$ cat src/rtl/traceback_unit.sv
// Viterbi survivor-path traceback: collects ACS decision vectors for one frame,
// traces back from the final best state, then replays the decoded bits in order.
module traceback_unit #(
  parameter int NUM_STATE = 4,
  parameter int TB_DEPTH  = 16,
  localparam int STATE_W  = $clog2(NUM_STATE)
) (
  input  logic               i_clk,
  input  logic               i_rst_n,
  input  logic               i_dec_valid,
  input  logic [NUM_STATE-1:0] i_dec,
  input  logic               i_frame_end,
  input  logic [STATE_W-1:0] i_best_state,
  output logic               o_ready,
  output logic               o_valid,
  output logic               o_data,
  output logic               o_start,
  output logic               o_overflow
);

  localparam int PTR_W = (TB_DEPTH > 1) ? $clog2(TB_DEPTH) : 1;
  localparam int LEN_W = $clog2(TB_DEPTH + 1);
  localparam logic [PTR_W-1:0] LAST_PTR = PTR_W'(TB_DEPTH - 1);

  // state   | meaning
  // COLLECT | accepting decision vectors into survivor memory
  // TRACE   | one traceback step per cycle, idx = len-1 .. 0
  // OUTPUT  | replaying bit_buf[0..len-1], o_valid high every cycle
  typedef enum logic [1:0] {COLLECT, TRACE, OUTPUT} state_t;

  state_t             state, state_nxt;
  logic [PTR_W-1:0]   wr_ptr, wr_ptr_nxt;
  logic [PTR_W-1:0]   idx, idx_nxt;
  logic [LEN_W-1:0]   len, len_nxt;
  logic [LEN_W-1:0]   out_idx, out_idx_nxt;
  logic [STATE_W-1:0] s, s_nxt;
  logic               valid_nxt, data_nxt, start_nxt, overflow_nxt;
  logic               mem_we, buf_we;
  logic               pred_bit;

  logic [NUM_STATE-1:0] mem [TB_DEPTH];
  logic [TB_DEPTH-1:0]  bit_buf;

  assign pred_bit = mem[idx][s];
  assign o_ready  = (state == COLLECT);

  always_comb begin
    state_nxt    = state;
    wr_ptr_nxt   = wr_ptr;
    idx_nxt      = idx;
    len_nxt      = len;
    out_idx_nxt  = out_idx;
    s_nxt        = s;
    valid_nxt    = 1'b0;
    data_nxt     = 1'b0;
    start_nxt    = 1'b0;
    overflow_nxt = o_overflow | (i_dec_valid && (state != COLLECT));
    mem_we       = 1'b0;
    buf_we       = 1'b0;
    case (state)
      COLLECT: begin
        if (i_dec_valid) begin
          mem_we = 1'b1;
          if (i_frame_end || (wr_ptr == LAST_PTR)) begin
            s_nxt      = i_best_state;
            len_nxt    = LEN_W'(wr_ptr) + LEN_W'(1);
            idx_nxt    = wr_ptr;
            wr_ptr_nxt = '0;
            state_nxt  = TRACE;
          end else begin
            wr_ptr_nxt = wr_ptr + PTR_W'(1);
          end
        end
      end
      TRACE: begin
        buf_we = 1'b1;
        s_nxt  = {pred_bit, s[STATE_W-1:1]};
        if (idx == '0) begin
          // bit 0 is still being written this edge, so forward it straight out
          valid_nxt   = 1'b1;
          data_nxt    = s[0];
          start_nxt   = 1'b1;
          out_idx_nxt = LEN_W'(1);
          state_nxt   = OUTPUT;
        end else begin
          idx_nxt = idx - PTR_W'(1);
        end
      end
      OUTPUT: begin
        if (out_idx == len) begin
          out_idx_nxt = '0;
          state_nxt   = COLLECT;
        end else begin
          valid_nxt   = 1'b1;
          data_nxt    = bit_buf[out_idx[PTR_W-1:0]];
          out_idx_nxt = out_idx + LEN_W'(1);
        end
      end
      default: state_nxt = COLLECT;
    endcase
  end

  always_ff @(posedge i_clk or negedge i_rst_n) begin
    if (!i_rst_n) begin
      state      <= COLLECT;
      wr_ptr     <= '0;
      idx        <= '0;
      len        <= '0;
      out_idx    <= '0;
      s          <= '0;
      o_valid    <= 1'b0;
      o_data     <= 1'b0;
      o_start    <= 1'b0;
      o_overflow <= 1'b0;
    end else begin
      state      <= state_nxt;
      wr_ptr     <= wr_ptr_nxt;
      idx        <= idx_nxt;
      len        <= len_nxt;
      out_idx    <= out_idx_nxt;
      s          <= s_nxt;
      o_valid    <= valid_nxt;
      o_data     <= data_nxt;
      o_start    <= start_nxt;
      o_overflow <= overflow_nxt;
    end
  end

  // Storage arrays carry no reset; they are always written before being read.
  always_ff @(posedge i_clk) begin
    if (mem_we) mem[wr_ptr] <= i_dec;
    if (buf_we) bit_buf[idx] <= s[0];
  end

endmodule

$ cat config.mk
export PLATFORM = sky130hd
export DESIGN_NAME = traceback_unit
export DESIGN_NICKNAME = d
export VERILOG_FILES = /design/src/rtl/traceback_unit.sv
export SDC_FILE = /design/constraint.sdc
export NUM_CORES = 1
export LEC_CHECK = 0
export BUFFER_PORTS_ARGS = -buffer_cell sky130_fd_sc_hd__buf_2
export CORE_UTILIZATION = 60
export CTS_CLUSTER_SIZE = 30
export DETAILED_ROUTE_END_ITERATION = 10
export PLACE_DENSITY = 0.81
export REMOVE_ABC_BUFFERS = 1
export SYNTH_ARGS = -nofsm -noshare
export SYNTH_HDL_FRONTEND = slang
export SYNTH_SLANG_ARGS = --single-unit
$ cat constraint.sdc
create_clock -name i_clk -period 3.5 [get_ports i_clk]
set_input_delay 0.525 -clock i_clk [delete_from_list [all_inputs] [get_ports i_clk]]
set_output_delay 0.525 -clock i_clk [all_outputs]
set_load 0.005 [all_outputs]
* Yosys cells after proc, flatten, opt, wreduce, memory -nomap -nowiden
Memory sizes are Yosys's and may differ from the RTL's. Index checks and enable logic that the tools add are counted.
Storage, ports and cells: word-level logic and storage cells 79, flip-flop bits (word level) 42, output and inout bits 5, input port bits 10, memory bits (writable) 64, memories kept 1
Operators by class: muxes and demuxes 35, bitwise operators 1, order comparisons 4, equality and inequality tests 9, reductions and logical operators 14, add/sub/neg operators 4
Memory list:
- mem | words 16, bits a word 4, rd ports 1, clocked after memory_dff 0, write ports 1, RTL line 41 | logic [NUM_STATE-1:0] mem [TB_DEPTH];
Operators with widths (count):
- $bwmux 16 | 1
- $mux 4 | 4
- $mux 1 | 13
- $mux 2 | 6
- $lt 4x5->1 const B | 2
- $mux 5 | 2
- $pmux 5 s2 | 1
- $ne 2x2->1 const B | 4
- $pmux 4 s2 | 1
- $reduce_and 4->1 | 2
- $pmux 2 s3 | 1
- $reduce_and 3->1 | 2
- $reduce_bool 2->1 | 3
- $add 4x1->5 const B | 1
- $add 5x1->5 const B | 1
- $eq 5x5->1 | 1
- $add 4x1->4 const B | 1
- $bmux 1 s4 | 1
- $demux 1 s4 | 1
- $eq 4x4->1 const B | 1
- $ge 4x1->1 const B | 1
- $logic_not 4->1 | 1
- $pmux 1 s2 | 2
- $pmux 2 s2 | 1
- other kinds (11) | 13

* Depth between registers and ports, before layout
depth after elaboration 5, mapped depth 9, mapped depth without buffers 7

* Worst setup path before layout
OpenSTA, ideal clock, no wires.
path type reg-to-reg, start point reg idx[0], end point reg out_idx[4], arrival time 1982 ps, period minus slack after synthesis 2121 ps, path slack 1379 ps, cell stages (with the launch flop) 10, path through dfrtp_1 -> buf_6 -> buf_2 -> inv_1 -> ha_1 -> nor3b_1 -> o21ai_1 -> nor3_1 -> a21oi_1 -> o21ai_0
Between the ends: longest elaborated chain between the ends 3
RTL lines:
- start: declaration | RTL line 33 | logic [PTR_W-1:0] idx, idx_nxt;
- start signal: assignment | RTL line 118 | idx <= idx_nxt;
- $logic_not 4->1 | RTL line 78 | if (idx == '0) begin
- $ne 2x2->1 (no line)
- $reduce_and 2->1 (no line)
- end signal: assignment | RTL line 120 | out_idx <= out_idx_nxt;
- end: declaration | RTL line 35 | logic [LEN_W-1:0] out_idx, out_idx_nxt;
Every way passes these cells. A chain may end at the register's enable or synchronous reset.

* Final worst setup path
start point reg idx[0], end point reg out_idx[3]
The elaborated chain is that of the path after synthesis.

==> results by group <==
Final layout
  – Multi-input gate area in the final layout: 0.001665 mm^2
  – Ant. Diodes: 0
  – Area Overhead vs Synth: 6.846%
  – Finished Layout Cells: 449
  – FILL cells: 562
  – Fin nets: 366
  – Share of cells above drive strength 1: 13.54%
  – Final Cell Area: 0.005175 mm^2
  – FF+latch area: 0.003053 mm^2

Timing
  – Slew @ Worst Pin: 0.7335 ns
  – Final max-slew violation count: 0
  – RSZ-0062 raised after global routing: no
  – Clk_skew: between 0.015 and 0.02 ns
  – Hold_ws: 0.1332 ns
  – # setup viols final: 0
  – Tmin final: ~2.5 ns
  – Max transition margin: 51.10%
  – Final Hold Viols: 0
  – Crit share post-route: ~73%
  – Fin Setup TNS: 0 ns
  – Fmax: 0.3922 GHz

Die
  – Initial Util: 62.36%
  – DIE AREA: 0.008436 mm^2
  – Die H: 91.85 um
  – Num ports: 15
  – Num rows: 32
  – Core box area: 0.007767 mm^2
  – Die Wd: 91.85 um

Power and ir drop
  – Pwr dens: roughly 700 mW/mm^2
  – Peak VDD IR: between 0.3 and 0.4 mV
  – Leak Pwr: 1.969 nW

Synthesis
  – Post-Syn Instances: between 300 and 400
  – Yosys warns: 0
  – Sequential-to-total area share from yosys stat: around 63%
  – Cell area after synthesis: 0.004843 mm^2
  – EDFF count, synth: 80
  – Unique masters post-synth: 44
  – Syn_area_per_cell: 14.59 um^2
  – Ys flop type: edfxtp_1
  – Fraction of registers with async set/reset: 24.53%
  – #FFs+latches synth: about 110

Global route
  – Global route overflow: 0
  – Largest net degree at the start of global routing: 27
  – First-pass GRT wire length: ~14 mm
  – Antenna violations before repair: 0
  – Vias in the first global route: 2676
  – Total GRT Usage: 22.62%

Clock network
  – Sink Count: roughly 110
  – Setup repair bufs after CTS: 0
  – H-Tree Depth: 3
  – Num CTS Buffers: 9
  – CTS resizes: 0
  – Clock Tree Buf Depth: 2
  – Worst-Skew Late Latency: 0.38 ns
  – Worst-path clk slew: 0.12 ns
  – Clk root buf: clkbuf_8
  – CTS tree: done
  – Cts hold-fix bufs: 0

Routing
  – Routed len/inst: about 20 um
  – Vias/cell: ~6
  – Iteration count of the initial detailed-routing pass: 5
  – DRC: 0
  – Initial drt markers: 160
  – Final wirelength: 8.720 mm
  – Final antenna-violating net count: 0
  – Via count: 2697

Worst setup path
  – CP Cell Sequence: inv_1 -> ha_1 -> nor3b_1 -> o21ai_1 -> nor2_1 -> mux2i_1 -> o21ai_0
  – Required time of the critical path: around 3.8 ns
  – Setup crit end kind: register
  – Critical Path Start Type: register
  – Arrival @ worst endpoint: 2.81 ns
  – Crit path max-delay family: flip-flops
  – Crit path buf inv count: 1
  – Slowest cell on crit path: dfrtp_1
  – Critical path class: register to register
  – Crit-path max FO: 15
  – Critical path's largest stage delay: about 0.83 ns

Placed design
  – GP Congestion: roughly 0.8
  – DP Wirelength: 5.958 mm
  – Dpl cells: around 430
  – Placed Area: 0.004976 mm^2
  – I/O Buffers: 14

Flow run
  – Number of max-cap violations: 0

Hold path
  – Hold Crit Class: primary input to asynchronous set/reset pin

Outcome
  – Outcome: completed
[final timing paths]
check | startpoint | end | slack [ns] | cells past startpoint
min reg2reg | o_overflow | o_overflow | 0.47 | 1
min | i_rst_n | o_overflow | 0.13 | 1
min in group i_clk | i_frame_end | wr_ptr[3] | 0.38 | 2
max in group asynchronous | i_rst_n | idx[1] | 2.96 | 1
max | idx[0] | out_idx[3] | 0.95 | 7
max reg2reg | idx[0] | out_idx[3] | 0.95 | 7
[cell families (layout without fill, tap and decap cells)]
kind of cell / count (synthesis) / in the layout / synth area share [%]
flops: 106 / 106 / 63.03
simple gates: 94 / 94 / 10.05
compound gates: 48 / 48 / 6.329
mux: 34 / 34 / 13.12
buf+inv: 29 / 44 / 2.583
fa+ha+maj: 14 / 14 / 3.617
xor+xnor: 7 / 7 / 1.266
[where the power goes]
part	total (mW)	switching (mW)	internal, mW
Clock	0.763	0.478	0.285
Sequential	1.73	0.213	1.52
Combinational	1.13	0.606	0.524
Total	3.62	1.30	2.33
[state kept, by name, indices dropped and copies added, names as in the netlist]
| signal | count |
|---|---|
| mem | 64 |
| bit_buf | 16 |
| len | 5 |
| out_idx | 5 |
| idx | 4 |
| wr_ptr | 4 |
| s | 2 |
| state | 2 |
| o_data | 1 |
| o_overflow | 1 |
| o_start | 1 |
| o_valid | 1 |
[metrics by stage]
stage               power, mW  utilization (%)  setup WS [ns]
floorplan               2.539                -          1.235
finish                  3.623            66.62         0.9501
CTS                     3.622            66.62         0.9862
detailed placement      2.877            64.06          1.016
global placement        2.844            64.06          1.066
global route            3.823            66.62         0.7981
[cells in the final DEF, fill, tap and decap left out, drive strengths merged, types with 2 or more instances in the layout]
| cell type | synthesis | final |
|---|---|---|
| mux2 | 3 | 3 |
| o31ai | 2 | 2 |
| mux4 | 20 | 20 |
| dfrtp | 26 | 26 |
| xnor2 | 6 | 6 |
| nand2 | 26 | 26 |
| nand3 | 10 | 10 |
| nor2b | 3 | 3 |
| and2 | 16 | 16 |
| nor2 | 11 | 11 |
| mux2i | 11 | 11 |
| clkbuf | 9 | 9 |
| nor3 | 7 | 7 |
| a21boi | 2 | 2 |
| buf | 8 | 16 |
| clkinv | 2 | 3 |
| o21ai | 18 | 18 |
| a21oi | 7 | 7 |
| ha | 14 | 14 |
| inv | 10 | 15 |
| a22oi | 3 | 3 |
| o21bai | 2 | 2 |
| edfxtp | 80 | 80 |
| and3 | 11 | 11 |
| a21o | 7 | 7 |
| nor3b | 3 | 3 |
[synth_stat cells, types with 2 or more instances]
library cell  instances  area (um^2)
edfxtp_1             80         2402
dfrtp_1              26        650.6
nand2_1              26        97.59
and2_1               16        100.1
o21ai_0              16        80.08
ha_1                 14        175.2
and3_1               11        68.82
mux2i_1              11        110.1
mux4_1               11        289.0
nor2_1               11        41.29
inv_1                10        37.54
nand3_1              10        50.05
clkbuf_1              9        33.78
mux4_2                9        202.7
a21o_1                7        52.55
a21oi_1               7        35.03
buf_2                 7        35.03
nor3_1                7        35.03
xnor2_1               6        52.55
a22oi_1               3        22.52
mux2_2                3        33.78
nor2b_1               3        18.77
nor3b_1               3        22.52
a21boi_0              2        15.01
clkinv_1              2        7.510
o21ai_1               2        10.01
o21bai_1              2        15.01
o31ai_1               2        15.01
[metal layers]
metal | track usage (%) | up-vias | share of wire (%)
li1 | - | 1282 | -
met3 | 3.483 | 10 | 2.5
met5 | 0 | - | 0
met1 | 30.99 | 1356 | 46
met2 | 37.44 | 49 | 50
met4 | 7.682 | 0 | 1.4
[cell type report]
type                    count  share of cell area (%)
flip-flops and latches    106                   58.99
repair buffers             16                   1.644
clock inverters             7                   1.451
inverters                  12                  0.8704
well taps                 102                   2.466
clock buffers               9                   2.394
multi-input cells         197                   32.18
[worst reg2reg max path, stage by stage, from the launching register on]
cell and delay (ns):
dfrtp_1 0.83, inv_1 0.22, ha_1 0.31, nor3b_1 0.17, o21ai_1 0.53, nor2_1 0.11
mux2i_1 0.17, o21ai_0 0.09
Note: power is estimated with default switching activity, not from simulation.
